==> config.mk <==
export PLATFORM = sky130hd
export DESIGN_NAME = fetch_queue_ctrl_flat
export DESIGN_NICKNAME = d
export VERILOG_FILES = /design/src/rtl/fetch_queue_ctrl_if.sv /design/src/rtl/fetch_queue_ctrl.sv /design/src/flat_wrapper.sv
export SDC_FILE = /design/constraint.sdc
export NUM_CORES = 1
export LEC_CHECK = 0
export CORE_MARGIN = 10
export CORE_UTILIZATION = 45
export DETAILED_ROUTE_END_ITERATION = 16
export MAX_ROUTING_LAYER = met4
export PLACE_DENSITY = 0.78
export SYNTH_ARGS = -nofsm -noshare
export SYNTH_HDL_FRONTEND = slang
export SYNTH_SLANG_ARGS = --single-unit
==> constraint.sdc <==
create_clock -name clk -period 6.3 [get_ports clk]
set_clock_uncertainty 0.05 [all_clocks]
set_input_delay 1.26 -clock clk [delete_from_list [all_inputs] [get_ports clk]]
set_output_delay 1.26 -clock clk [all_outputs]
set_load 0.005 [all_outputs]
==> src/rtl/fetch_queue_ctrl_if.sv <==
// Fetch queue controller bundle: fetch handshake, queue lane controls, decode lanes,
// flush request and status.
//   master : the controller side (drives fe_ready, fq_wr_en, fq_rd_en, dec_valid,
//            busy, count, err_noncontig)
//   slave  : the surrounding fetch/queue/decode side (drives fe_valid, fq_wr_ok,
//            fq_rd_ok, dec_slots, flush_req)
// Lane vectors are [0:N-1]; lane 0 is the oldest slot of a bundle.
interface fetch_queue_ctrl_if #(
   parameter int N     = 4,
   parameter int DEPTH = 8
);
   localparam int CAP = N * DEPTH;
   localparam int CW  = $clog2(CAP + 1);
   localparam int SW  = $clog2(N) + 1;

   logic [0:N-1]  fe_valid;
   logic          fe_ready;
   logic [0:N-1]  fq_wr_en;
   logic [0:N-1]  fq_wr_ok;
   logic [0:N-1]  fq_rd_en;
   logic [0:N-1]  fq_rd_ok;
   logic [SW-1:0] dec_slots;
   logic [0:N-1]  dec_valid;
   logic          flush_req;
   logic          busy;
   logic [CW-1:0] count;
   logic          err_noncontig;

   modport master (
      input  fe_valid, fq_wr_ok, fq_rd_ok, dec_slots, flush_req,
      output fe_ready, fq_wr_en, fq_rd_en, dec_valid, busy, count, err_noncontig
   );

   modport slave (
      output fe_valid, fq_wr_ok, fq_rd_ok, dec_slots, flush_req,
      input  fe_ready, fq_wr_en, fq_rd_en, dec_valid, busy, count, err_noncontig
   );
endinterface

==> src/rtl/fetch_queue_ctrl.sv <==
// Sequencing controller for the banked sequential instruction queue between fetch and
// decode. Accepts whole contiguous fetch bundles onto queue write lanes, hands decode a
// contiguous prefix of read lanes, tracks occupancy, and implements flush by draining
// the queue so the bank pointers stay aligned without a queue clear.
// Ports:
//   clk   : clock, rising edge
//   rst_n : async reset, active-low (the queue must share it)
//   io    : fetch_queue_ctrl_if master modport (lane controls and status)
//
// state | meaning
// RUN   | normal operation: accept fetch bundles, feed decode
// DRAIN | flush in progress: discard every readable entry until empty
// HOLD  | post-drain quiet period of HOLD_CYC cycles before resuming RUN
module fetch_queue_ctrl #(
   parameter int N        = 4,
   parameter int DEPTH    = 8,
   parameter int HOLD_CYC = 2
) (
   input logic                 clk,
   input logic                 rst_n,
   fetch_queue_ctrl_if.master  io
);
   localparam int CAP = N * DEPTH;
   localparam int CW  = $clog2(CAP + 1);
   localparam int SW  = $clog2(N) + 1;
   localparam int HW  = (HOLD_CYC < 1) ? 1 : $clog2(HOLD_CYC + 1);

   typedef enum logic [1:0] {
      RUN   = 2'd0,
      DRAIN = 2'd1,
      HOLD  = 2'd2
   } state_t;

   state_t        state;
   logic [CW-1:0] count_q;
   logic [HW-1:0] hold_cnt;
   logic          err_q;

   logic          contig;
   logic [SW-1:0] run_len;
   logic          run_open;
   logic [SW-1:0] slots_eff;
   logic [SW-1:0] k;
   logic [0:N-1]  k_mask;
   logic [0:N-1]  run_mask;
   logic [0:N-1]  wr_en;
   logic [0:N-1]  rd_en;
   logic          accept;
   logic [CW-1:0] count_next;

   function automatic logic [CW-1:0] popcnt(input logic [0:N-1] v);
      logic [CW-1:0] s;
      s = '0;
      for (int i = 0; i < N; i++) s = s + CW'(v[i]);
      return s;
   endfunction

   always_comb begin
      contig   = 1'b1;
      run_len  = '0;
      run_open = 1'b1;
      k_mask   = '0;
      run_mask = '0;
      wr_en    = '0;
      rd_en    = '0;
      accept   = 1'b0;

      // A bundle is contiguous when no valid lane follows an invalid one.
      for (int i = 1; i < N; i++) begin
         if (io.fe_valid[i] && !io.fe_valid[i-1]) contig = 1'b0;
      end

      // Readable lanes are only usable as an unbroken run starting at lane 0.
      for (int i = 0; i < N; i++) begin
         if (run_open && io.fq_rd_ok[i]) run_len = run_len + SW'(1);
         else                            run_open = 1'b0;
      end

      slots_eff = (io.dec_slots > SW'(N)) ? SW'(N) : io.dec_slots;
      k         = (slots_eff < run_len) ? slots_eff : run_len;

      for (int i = 0; i < N; i++) begin
         k_mask[i]   = (SW'(i) < k);
         run_mask[i] = (SW'(i) < run_len);
      end

      case (state)
         RUN: begin
            if (!io.flush_req) begin
               accept = (|io.fe_valid) && contig && (&(~io.fe_valid | io.fq_wr_ok));
               wr_en  = accept ? io.fe_valid : '0;
               rd_en  = k_mask;
            end
         end
         DRAIN:   rd_en = run_mask;
         default: ;
      endcase

      count_next = count_q + popcnt(wr_en) - popcnt(rd_en);

      io.fe_ready      = accept;
      io.fq_wr_en      = wr_en;
      io.fq_rd_en      = rd_en;
      io.dec_valid     = (state == RUN) ? rd_en : '0;
      io.busy          = (state != RUN);
      io.count         = count_q;
      io.err_noncontig = err_q;
   end

   always_ff @(posedge clk or negedge rst_n) begin
      if (!rst_n) begin
         state    <= RUN;
         count_q  <= '0;
         hold_cnt <= '0;
         err_q    <= 1'b0;
      end else begin
         count_q <= count_next;
         if (state == RUN && (|io.fe_valid) && !contig) err_q <= 1'b1;
         case (state)
            RUN: begin
               if (io.flush_req) state <= DRAIN;
            end
            DRAIN: begin
               if (count_next == '0) begin
                  hold_cnt <= HW'(HOLD_CYC);
                  state    <= (HOLD_CYC == 0) ? RUN : HOLD;
               end
            end
            HOLD: begin
               // A flush during the quiet period restarts it; the queue is already empty.
               if (io.flush_req) begin
                  hold_cnt <= HW'(HOLD_CYC);
               end else if (hold_cnt == HW'(1)) begin
                  hold_cnt <= '0;
                  state    <= RUN;
               end else begin
                  hold_cnt <= hold_cnt - HW'(1);
               end
            end
            default: state <= RUN;
         endcase
      end
   end
endmodule

==> src/flat_wrapper.sv <==
// flat-port wrapper written by rule: the top's interface ports become plain ports
module fetch_queue_ctrl_flat 
#(
   parameter int N        = 4,
   parameter int DEPTH    = 8,
   parameter int HOLD_CYC = 2
)
  (clk, rst_n, io_fe_valid, io_fq_wr_ok, io_fq_rd_ok, io_dec_slots, io_flush_req, io_fe_ready, io_fq_wr_en, io_fq_rd_en, io_dec_valid, io_busy, io_count, io_err_noncontig);
  fetch_queue_ctrl_if #(.N(N), .DEPTH(DEPTH)) io_i ();
  input logic clk;
  input logic rst_n;
  input wire logic [$bits(io_i.fe_valid)-1:0] io_fe_valid;
  input wire logic [$bits(io_i.fq_wr_ok)-1:0] io_fq_wr_ok;
  input wire logic [$bits(io_i.fq_rd_ok)-1:0] io_fq_rd_ok;
  input wire logic [$bits(io_i.dec_slots)-1:0] io_dec_slots;
  input wire logic [$bits(io_i.flush_req)-1:0] io_flush_req;
  output wire logic [$bits(io_i.fe_ready)-1:0] io_fe_ready;
  output wire logic [$bits(io_i.fq_wr_en)-1:0] io_fq_wr_en;
  output wire logic [$bits(io_i.fq_rd_en)-1:0] io_fq_rd_en;
  output wire logic [$bits(io_i.dec_valid)-1:0] io_dec_valid;
  output wire logic [$bits(io_i.busy)-1:0] io_busy;
  output wire logic [$bits(io_i.count)-1:0] io_count;
  output wire logic [$bits(io_i.err_noncontig)-1:0] io_err_noncontig;
  assign io_i.fe_valid = io_fe_valid;
  assign io_i.fq_wr_ok = io_fq_wr_ok;
  assign io_i.fq_rd_ok = io_fq_rd_ok;
  assign io_i.dec_slots = io_dec_slots;
  assign io_i.flush_req = io_flush_req;
  assign io_fe_ready = io_i.fe_ready;
  assign io_fq_wr_en = io_i.fq_wr_en;
  assign io_fq_rd_en = io_i.fq_rd_en;
  assign io_dec_valid = io_i.dec_valid;
  assign io_busy = io_i.busy;
  assign io_count = io_i.count;
  assign io_err_noncontig = io_i.err_noncontig;
  fetch_queue_ctrl #(.N(N), .DEPTH(DEPTH), .HOLD_CYC(HOLD_CYC)) u_core (.clk(clk), .rst_n(rst_n), .io(io_i));
endmodule
==> impl_metrics.toml <==
[outcome]
outcome = "complete, no violations"

[die]
core_um2 = 2280
die_w_um = 69.7
rows = 17
start_util_pct = 48.8
io_pins = 39
die-area_um2 = 4860
die_h_um = 69.7

[sta]
max_slew_margin_pct = 64.1
worst_pin_slew_ns = 0.537
drv_slew = 0
hold_slack_ns = 0.420
fin_ws_ns = 0.0169
rsz0062_at_grt = "yes"
setup_viol = 0
fmax_mhz = 159
finalHoldViolations = 0
fin_tns_setup_ns = 0
min_period_over_period_pct = 99.7
fin_crit_ns = 6.28

[clock_tree]
clkSinkCount = 11
cts_buffers = 3
clock_latency_ns = 0.28
clk_pin_slew_ns = 0.08
cts_tree = "built"
htree_levels = 1
cts-root-buf = "clkbuf_4"
cts_hold_buf = 0
clockBufferDepth = 2

[job]
max-cap-violations = 0

[pwr]
swShare_pct = 42.2
power_frac_comb_pct = 77.5
power_frac_clock_pct = 5.9
p_seq_share_pct = 16.6
internal-power_uw = 497
switchingPower_uw = 363
power_density_nw_per_um2 = 443
total_power_uw = 860
vdd_drop_max_uv = 613
p_leak_nw = 0.918

[logic_synthesis]
ys_seq_elements = 11
synthArstFlopShare_pct = 100
synth-main-ff-cell = "dfrtp_1"
yosysWarnings = 0
synth_cell_type_count = 41
syn-num-nets = 166
synth_area_um2 = 1110
avgSynthCellArea_um2 = 8.61
synth_edf_count = 0
ys_seq_area_share_pct = 24.8
syn_inst = 129

[global_routing]
grt_pass1_vias = 1308
track_usage_pct = 16.1
antenna_found_initial = 0
grt_pass1_wl_mm = 6.44
overflow = 0
grt_max_degree = 12

[layout]
nNetsFinal = 237
post-route-util_pct = 85.2
fin_area_um2 = 1940
seqCellArea_um2 = 275
synthToLayoutAreaGrowth_pct = 74.5
fillers = 146
multiInputGateArea_um2 = 908
drive_gt1_share_pct = 33.7
instances_no_fill = 227
diodes = 0

[worst_setup_path]
critPathLaunch = "io_fq_rd_ok[1]"
r2r_start = "u_core.state[1]$_DFFE_PN0P_"
end_kind = "flop"
cp_max_fo = 4
arrival_ns = 6.37
cp.required_ns = 6.39
start_kind = "input pin"
crit_type = "in2reg"

[drt]
firstDrtPassIters = 4
wirelength_mm = 4.02
ant_nets = 0
drc = 0
via_per_inst = 5.38
vias = 1222
drt_iter0_drc = 42
wire_per_inst_um = 17.7

[min_path]
worstHoldStart = "u_core.io.err_noncontig$_DFFE_PN0P_"
hp-class = "reg2reg"

[place]
pre_cts_ws_ns = -0.832
io_buffers = 38
gp_congestion = 0.854
placed_area_um2 = 1770
dp_cells = 215
post-dp-hpwl_mm = 3.14
worst max-delay path, stage by stage:
cell       delay (ns)
buf_6            0.07
inv_2            0.03
a21boi_2         0.13
ha_2             0.17
and4_4           0.23
inv_4            0.05
ha_4             0.22
a21o_1           0.18
a211o_1          0.31
a2bb2oi_4        0.19
o21ai_4          0.18
nand2_2          0.10
ha_4             0.17
fa_1             0.47
ha_1             0.30
inv_2            0.03
fa_1             0.44
ha_2             0.21
fa_2             0.37
xor2_2           0.17
or4b_4           0.56
a2111oi_4        0.24
and2b_2          0.24
a211oi_2         0.05
per-layer routing:
metal	GRT usage [%]	vias up	wire (um)
met3	2.57	12	191
li1	-	583	-
met1	16.5	577	1570
met4	5.22	0	87
met2	30.3	50	2160
met5	-	-	0
area by class of cell:
| cell class | instances | area share, % |
|---|---|---|
| clock buffers | 3 | 1.16 |
| clock inverters | 1 | 0.258 |
| inverters | 21 | 4.19 |
| multi-input cells | 95 | 46.8 |
| flip-flops and latches | 11 | 14.2 |
| well taps | 28 | 1.81 |
| repair buffers | 68 | 31.5 |
state kept, by name, indices dropped and copies added (netlist names):
| name | count |
|---|---|
| u_core.io.count | 6 |
| u_core.state | 2 |
| u_core.hold_cnt | 2 |
| u_core.io.err_noncontig | 1 |
Yosys cell counts, types with 2 or more instances:
cell | n | share of area [%]
nand2_1 | 8 | 2.7
and2_1 | 4 | 2.3
dfrtp_1 | 11 | 25
o211ai_1 | 2 | 1.4
a21oi_1 | 10 | 4.5
nand3_1 | 2 | 0.90
nor3_1 | 5 | 2.3
a21o_1 | 3 | 2.0
fa_1 | 6 | 11
inv_1 | 20 | 6.8
nor2_1 | 8 | 2.7
ha_1 | 13 | 15
nand2b_1 | 4 | 2.3
o21ai_0 | 5 | 2.3
a21boi_0 | 2 | 1.4
placed cells by master (no fill, tap or decap), drive strengths merged, types with 2 or more instances in the layout:
cell	instances
a21o	3
buf	33
ha	13
nand2b	4
o21ai	5
a21boi	2
inv	21
and2	4
nor2	8
clkdlybuf4s50	34
nand2	8
o211ai	2
clkbuf	3
fa	6
nand3	2
and3	2
a21oi	10
dfrtp	11
nor3	5
kinds of logic (layout without fill, tap and decap cells):
logic type	count (synthesis)	after routing	synth area share, %
muxes	1	1	0.901
buffers and inverters	23	93	7.88
and+or+nand+nor	41	41	19.8
xor gates and xnor gates	2	2	1.58
AOI/OAI and AO/OA	32	32	19.6
DFF	11	11	24.8
adders and majority gates	19	19	25.5
worst paths after layout:
check / to / slack, ns / cells after the start
min in group asynchronous: u_core.io.count[5]$_DFF_PN0_ / 1.28 / 1
hold / removal: u_core.io.err_noncontig$_DFFE_PN0P_ / 0.42 / 1
hold reg to reg: u_core.io.err_noncontig$_DFFE_PN0P_ / 0.42 / 1
setup reg to reg: u_core.hold_cnt[0]$_DFFE_PN0P_ / 1.46 / 17
setup / recovery: u_core.hold_cnt[0]$_DFFE_PN0P_ / 0.02 / 24
max in group asynchronous: u_core.io.count[0]$_DFF_PN0_ / 4.57 / 1
power groups by stage:
stage               Combinational, mW  Sequential [mW]  Clock, mW
floorplan                       0.336            0.134          0
CTS                             0.644            0.142     0.0496
finish                          0.666            0.143     0.0509
global route                    0.729            0.149     0.0539
global placement                0.544            0.139          0
detailed placement              0.575            0.143          0
timing repair:
action,CTS,global route
endpoints found under the setup margin,4,4
pin swaps,18,0
resized for setup,25,11
buffers inserted,7,2
endpoints found under the hold margin,0,0
No activity file was read; power rests on OpenSTA's default activity.
